## config.mk

```make
export PLATFORM = sky130hd
export DESIGN_NAME = mac_reduce_tree
export DESIGN_NICKNAME = d
export VERILOG_FILES = /design/src/rtl/mac_reduce_tree.sv
export SDC_FILE = /design/constraint.sdc
export NUM_CORES = 1
export LEC_CHECK = 0
export CAP_MARGIN = 15
export CORE_MARGIN = 5
export CORE_UTILIZATION = 40
export CTS_BUF_LIST = sky130_fd_sc_hd__clkbuf_8
export DETAILED_ROUTE_END_ITERATION = 8
export PLACE_DENSITY = 0.6
export SLEW_MARGIN = 20
export SYNTH_ARGS = -nofsm -noshare
export SYNTH_HDL_FRONTEND = slang
export SYNTH_SLANG_ARGS = --single-unit
export TNS_END_PERCENT = 5
```

## constraint.sdc

```tcl
create_clock -name clk_i -period 21.8 [get_ports clk_i]
set_input_delay 2.18 -clock clk_i [delete_from_list [all_inputs] [get_ports clk_i]]
set_output_delay 2.18 -clock clk_i [all_outputs]
set_load 0.05 [all_outputs]
```

## src/rtl/mac_reduce_tree.sv

```systemverilog
`default_nettype none
// ============================================================================
// mac_reduce_tree - pipelined signed adder tree with grouped accumulate,
// optional per-segment saturation and packed dual-half mode. Revision: 1.0
// ============================================================================
module mac_reduce_tree #(
  parameter int NUM_LANES = 8,
  parameter int ACC_W     = 32,
  parameter bit SAT       = 1'b0
) (
  input  logic                            clk_i,
  input  logic                            rst_i,
  input  logic                            in_valid_i,
  output logic                            in_ready_o,
  input  logic                            in_last_i,
  input  logic [1:0]                      mode_i,
  input  logic [NUM_LANES-1:0][ACC_W-1:0] prods_i,
  output logic                            sum_valid_o,
  input  logic                            sum_ready_i,
  output logic [ACC_W-1:0]                sum_o,
  output logic                            busy_o
);
  localparam int C_L   = $clog2(NUM_LANES);
  localparam int C_HW  = ACC_W / 2;
  localparam int C_FW  = ACC_W + C_L;
  localparam int C_SW  = C_HW + C_L;
  localparam int C_AFW = C_FW + 1;
  localparam int C_ASW = C_SW + 1;
  localparam int C_NH  = NUM_LANES / 2;
  localparam logic [1:0]       C_MODE_SPLIT = 2'd3;
  localparam logic [ACC_W-1:0] C_MAX_F = {1'b0, {(ACC_W-1){1'b1}}};
  localparam logic [ACC_W-1:0] C_MIN_F = {1'b1, {(ACC_W-1){1'b0}}};
  localparam logic [C_HW-1:0]  C_MAX_H = {1'b0, {(C_HW-1){1'b1}}};
  localparam logic [C_HW-1:0]  C_MIN_H = {1'b1, {(C_HW-1){1'b0}}};

  logic [C_L:1]           r_vld;
  logic [C_L:1]           r_last;
  logic [1:0]             r_mode [1:C_L];
  logic signed [C_FW-1:0] r_full [1:C_L][C_NH];
  logic signed [C_SW-1:0] r_hi   [1:C_L][C_NH];
  logic signed [C_SW-1:0] r_lo   [1:C_L][C_NH];

  logic                   r_in_open;
  logic [1:0]             r_grp_mode;
  logic [ACC_W-1:0]       r_acc;
  logic                   r_first;
  logic [ACC_W-1:0]       r_sum;
  logic                   r_sum_vld;

  logic                   w_stall;
  logic                   w_accept;
  logic                   w_acc_beat;
  logic [1:0]             w_beat_mode;

  // Only a result-bearing beat waiting on a full output register blocks the pipe.
  assign w_stall     = r_sum_vld & ~sum_ready_i & r_vld[C_L] & r_last[C_L];
  assign in_ready_o  = ~w_stall;
  assign w_accept    = in_valid_i & in_ready_o;
  assign w_acc_beat  = r_vld[C_L] & ~w_stall;
  assign w_beat_mode = r_in_open ? r_grp_mode : mode_i;

  always_ff @(posedge clk_i) begin
    if (rst_i) begin
      r_in_open <= 1'b0;
    end else if (w_accept) begin
      r_in_open <= ~in_last_i;
      if (!r_in_open) r_grp_mode <= mode_i;
    end
  end

  for (genvar s = 1; s <= C_L; s++) begin : g_stage
    localparam int C_N = NUM_LANES >> s;
    logic signed [C_FW-1:0] w_in_full [2*C_N];
    logic signed [C_SW-1:0] w_in_hi   [2*C_N];
    logic signed [C_SW-1:0] w_in_lo   [2*C_N];
    logic                   w_in_vld;
    logic                   w_in_last;
    logic [1:0]             w_in_mode;

    if (s == 1) begin : g_src_in
      // Each half is sign-extended on its own so split mode never carries across.
      always_comb begin
        w_in_vld  = w_accept;
        w_in_last = in_last_i;
        w_in_mode = w_beat_mode;
        for (int i = 0; i < 2*C_N; i++) begin
          w_in_full[i] = C_FW'($signed(prods_i[i]));
          w_in_hi[i]   = C_SW'($signed(prods_i[i][ACC_W-1:C_HW]));
          w_in_lo[i]   = C_SW'($signed(prods_i[i][C_HW-1:0]));
        end
      end
    end else begin : g_src_prev
      always_comb begin
        w_in_vld  = r_vld[s-1];
        w_in_last = r_last[s-1];
        w_in_mode = r_mode[s-1];
        for (int i = 0; i < 2*C_N; i++) begin
          w_in_full[i] = r_full[s-1][i];
          w_in_hi[i]   = r_hi[s-1][i];
          w_in_lo[i]   = r_lo[s-1][i];
        end
      end
    end

    always_ff @(posedge clk_i) begin
      if (rst_i) begin
        r_vld[s] <= 1'b0;
      end else if (!w_stall) begin
        r_vld[s]  <= w_in_vld;
        r_last[s] <= w_in_last;
        r_mode[s] <= w_in_mode;
        for (int i = 0; i < C_N; i++) begin
          r_full[s][i] <= w_in_full[2*i] + w_in_full[2*i+1];
          r_hi[s][i]   <= w_in_hi[2*i]   + w_in_hi[2*i+1];
          r_lo[s][i]   <= w_in_lo[2*i]   + w_in_lo[2*i+1];
        end
      end
    end
  end

  logic signed [C_AFW-1:0] w_sum_full;
  logic signed [C_ASW-1:0] w_sum_hi;
  logic signed [C_ASW-1:0] w_sum_lo;
  logic [ACC_W-1:0]        w_base;
  logic [ACC_W-1:0]        w_res_full;
  logic [C_HW-1:0]         w_res_hi;
  logic [C_HW-1:0]         w_res_lo;
  logic [ACC_W-1:0]        w_acc_next;

  always_comb begin
    w_base     = r_first ? '0 : r_acc;
    w_sum_full = C_AFW'($signed(w_base)) + C_AFW'(r_full[C_L][0]);
    w_sum_hi   = C_ASW'($signed(w_base[ACC_W-1:C_HW])) + C_ASW'(r_hi[C_L][0]);
    w_sum_lo   = C_ASW'($signed(w_base[C_HW-1:0])) + C_ASW'(r_lo[C_L][0]);
    w_res_full = w_sum_full[ACC_W-1:0];
    w_res_hi   = w_sum_hi[C_HW-1:0];
    w_res_lo   = w_sum_lo[C_HW-1:0];
    // A value fits in w bits exactly when every bit above bit w-2 matches the sign.
    if (SAT) begin
      if (!((&w_sum_full[C_AFW-1:ACC_W-1]) || !(|w_sum_full[C_AFW-1:ACC_W-1])))
        w_res_full = w_sum_full[C_AFW-1] ? C_MIN_F : C_MAX_F;
      if (!((&w_sum_hi[C_ASW-1:C_HW-1]) || !(|w_sum_hi[C_ASW-1:C_HW-1])))
        w_res_hi = w_sum_hi[C_ASW-1] ? C_MIN_H : C_MAX_H;
      if (!((&w_sum_lo[C_ASW-1:C_HW-1]) || !(|w_sum_lo[C_ASW-1:C_HW-1])))
        w_res_lo = w_sum_lo[C_ASW-1] ? C_MIN_H : C_MAX_H;
    end
    w_acc_next = (r_mode[C_L] == C_MODE_SPLIT) ? {w_res_hi, w_res_lo} : w_res_full;
  end

  always_ff @(posedge clk_i) begin
    if (rst_i) begin
      r_acc     <= '0;
      r_first   <= 1'b1;
      r_sum     <= '0;
      r_sum_vld <= 1'b0;
    end else begin
      if (w_acc_beat) begin
        r_acc   <= w_acc_next;
        r_first <= r_last[C_L];
      end
      if (w_acc_beat && r_last[C_L]) begin
        r_sum     <= w_acc_next;
        r_sum_vld <= 1'b1;
      end else if (sum_ready_i) begin
        r_sum_vld <= 1'b0;
      end
    end
  end

  assign sum_valid_o = r_sum_vld;
  assign sum_o       = r_sum;
  assign busy_o      = (|r_vld) | r_in_open | r_sum_vld;

endmodule
`default_nettype wire

```

==> summary.md <==
| Metric | Value |
|---|---|
| Placed cell areas | 33200 sq um |
| Post-Synthesis Cells | 2984 |
| Number of flops mapped to enable cells by yosys | 347 |
| Site Rows | 99 |
| Placed cells | 4147 |
| Die Wd | 281 um |
| Iteration-0 DRC Markers | 1480 |
| Part of the Yosys area used for sequential elements | 40.3% |
| Normalized max-slew margin | 22.5% |
| Max-slew violation count | 0 |
| Synth Register Bits | 417 |
| WP data required | 19.62 ns |
| Worst hold margin | 0.429 ns |
| H-tree Lvls | 3 |
| Power Dens Cells | 92.1 nW/um^2 |
| GRT Util Overall | 19.4% |
| Power, Total | 3190 uW |
| Drt wl/cell | 18.4 um |
| Final Cell Area | 34600 sq um |
| Root Driver | clkbuf_8 |
| Most area-consuming cells after synthesis | edfxtp_1 36%, ha_1 13%, xnor2_1 6.1%, a21oi_1 5.1%, dfxtp_1 4.8% |
| Final net count | 3837 |
| Main synth FF type | edfxtp_1 |
| IO Port Bufs | 297 |
| Worst reg2reg endpoint | sum_o[30] |
| Vias in the first global route | 23300 |
| Top cell by count, worst path | clkdlybuf4s50_1 |
| Yosys top cell area share | 35.6% |
| Overflow after GRT | 0 |
| Remaining DRCs | 0 |
| Pleak | 0.0139 uW |
| Layout overhead on the synthesized area | 18.1% |
| Switching share of total power | 36.2% |
| Sink Count | 417 |
| Worst Path Arrival | 4.08 ns |
| RR Startpoint | r_first |
| Synth Area in XOR/XNOR | 10.0% |
| VDD IR max | 0.0000609 V |
| Clock skew | 0.0318 ns |
| Synth Area per Inst | 9.82 sq um |
| Commonest non-fill, non-tap cell in the layout | edfxtp_1 |
| Drt total wl | 79000 um |
| Least-Margin Pin Slew | 1.16 ns |
| Hold/Removal Path Class | register to register |
| Register-to-register setup slack | 17.40 ns |
| Share of total power in the clock network | 22.2% |
| First-pass GRT wire length | 123000 um |
| Core area | 72800 sq um |
| Status | finished clean |
| Initial antenna violation count | 7 |
| # resized after CTS | 0 |
| Critical Path Slowest Stage Cell | clkdlybuf4s50_1 |
| DR vias/cell | 5.39 |
| Max clock buf depth | 3 |
| Fraction of synthesis flops using an asynchronous set or reset pin | 0% |
| Die height | 281 um |
| CP Cell Sequence | clkdlybuf4s50_1, nor2b_1, nand3_1, clkdlybuf4s50_1 |
| FF-to-FF path depth | 15 |
| Crit path time final | 6.26 ns |
| Post-Synth Simple-Gate Area | 12.5% |
| Ports | 298 |
| Cell area after synthesis | 29300 sq um |
| Max stage delay on crit path | 0.80 ns |
| Compound-Gate Fraction of Synth Area | 20.0% |
| # hold bufs at CTS | 0 |
| TritonRoute pass-1 iters | 5 |
| Int Pwr | 2030 uW |
| Via count | 23100 |
| Antenna-violating nets left | 0 |
| WHS Endpoint | r_mode[0][7] |
| FMAX | 160 MHz |
| Warnings from Yosys | 0 |
| Net Count, Synth | 3555 |
| Hold path start | r_mode[0][5] |
| GP Congestion | 0.894 |
| Die area | 78800 sq um |
| Setup TNS | 0 ns |
| Post-synth top area cell | edfxtp_1 |
| CTS tree | built |
| Layout cells sized above 1 | 4.79% |
| Final HPWL DP | 62600 um |
| Mux contribution to synthesized area | 0.286% |
| Reg power frac | 37.9% |
| Setup violators final | 0 |
| Comb pwr share | 39.9% |
| Clk_lat worst skew | 0.65 ns |
| Crit-path max FO | 9 |
| Starting Density | 40.2% |
| Largest family of logic cells by synthesized area | compound AO/OA/AOI/OAI gates |
| Final-layout fill cell count | 6797 |
| Tcrit/Tclk final | 28.7% |
| CTS clk-pin slew, worst paths | 0.06 ns |
| P_sw | 1150 uW |
| Critical path type | primary input to output port |
| CP Capture Type | output port |
| Setup Buffers After CTS | 0 |
| Post-synthesis adder-cell area fraction | 13.7% |
| Pin count of the biggest net entering global routing | 208 |
| Finished Layout Cells | 4287 |
| Distinct cell type count after synthesis | 94 |
| Most frequent cells in the layout | 347 x edfxtp_1, 298 x a21oi_1, 296 x clkdlybuf4s50_1, 293 x ha_1, 242 x nand2_1 |
| Worst Hold Depth | 0 |
| Crit start category | primary input |
| Max_cap viols | 0 |
| Setup repair after global routing missed its margin | false |
| CTS Buf Count | 76 |
| Fin. Hold Viols | 0 |
==> per-stage QoR <==
stage          util (%)  setup slack, ns
2_1_floorplan         -            0.554
3_3_place_gp       45.5            15.64
3_5_place_dp       45.5            15.54
4_1_cts            47.5            15.54
5_1_grt            47.5            15.42
6_report           47.5            15.54
==> worst max-delay path, delay by kind of cell <==
kind,cells,cell delay (ns)
simple gates,2,0.67
buf+inv,2,1.22
==> cell type report <==
class / count / area (sq um) / area share (%)
inverters: 133 / 499 / 1.44
repair buffers: 307 / 3060 / 8.83
diodes: 6 / 15.0 / 0.0434
clock inverters: 50 / 272 / 0.785
clock buffers: 84 / 1160 / 3.34
flip-flops and latches: 417 / 11800 / 34.2
well taps: 959 / 1200 / 3.47
multi-input cells: 2331 / 16600 / 47.9
==> metal layers <==
metal  track usage, %  vias to the layer above  share of wire (%)
met5                0                        -                  0
met4             6.03                        0                2.6
met3             3.11                      137                4.7
met2             33.9                      545                 49
met1             24.7                    10900                 44
li1                 -                    11500                  -
==> power by group through the flow <==
stage                     clock network (uW)  registers (uW)  logic [uW]
after CTS                                734            1210        1270
after detailed placement                   0            1230        1260
final                                    706            1210        1270
after global routing                     768            1230        1420
after floorplan                            0            1190         959
after global placement                     0            1220        1240
==> state kept, by name, indices dropped and copies added (netlist names) <==
signal             flops
g_stage.w_in_last      2
r_last                 1
r_vld                  1
r_in_open              1
r_mode                 6
r_first                1
r_hi                 112
r_acc                 32
sum_valid_o            1
r_full               224
r_grp_mode             2
g_stage.w_in_vld       2
sum_o                 32
==> worst max-delay path by stage <==
stage | from | endpoint | slack, ns
after floorplan | rst_i | r_grp_mode[0] | 0.55
after global placement | sum_ready_i | in_ready_o | 15.64
after detailed placement | sum_ready_i | in_ready_o | 15.54
after CTS | sum_ready_i | in_ready_o | 15.54
after global routing | sum_ready_i | in_ready_o | 15.42
final | sum_ready_i | in_ready_o | 15.54
==> synth_stat cells (8+ instances only) <==
cell,count
clkbuf_1,87
nor4_1,10
o21ai_0,174
a21oi_1,298
nor2b_1,63
nand3_1,51
o211ai_1,21
nand2b_1,30
a21o_1,127
o21a_1,38
a22oi_1,9
nand2_1,243
and4_1,10
a21boi_0,21
and3_1,20
inv_1,132
xnor2_1,203
a211oi_1,19
ha_1,293
nor2_1,199
o21bai_1,55
fa_1,15
dfxtp_1,70
or2_2,8
a31oi_1,36
and2_1,20
edfxtp_1,347
nand4_1,23
xor2_1,133
or3_1,14
nor3_1,35
buf_2,9
o31ai_1,16
==> kinds of logic after synthesis <==
family,after synthesis
and+or+nand+nor,760
muxes,8
adders and majority gates,312
xor gates and xnor gates,336
AOI/OAI and AO/OA,915
buffers and inverters,236
DFF,417
Note: power is estimated with default switching activity, not from simulation.
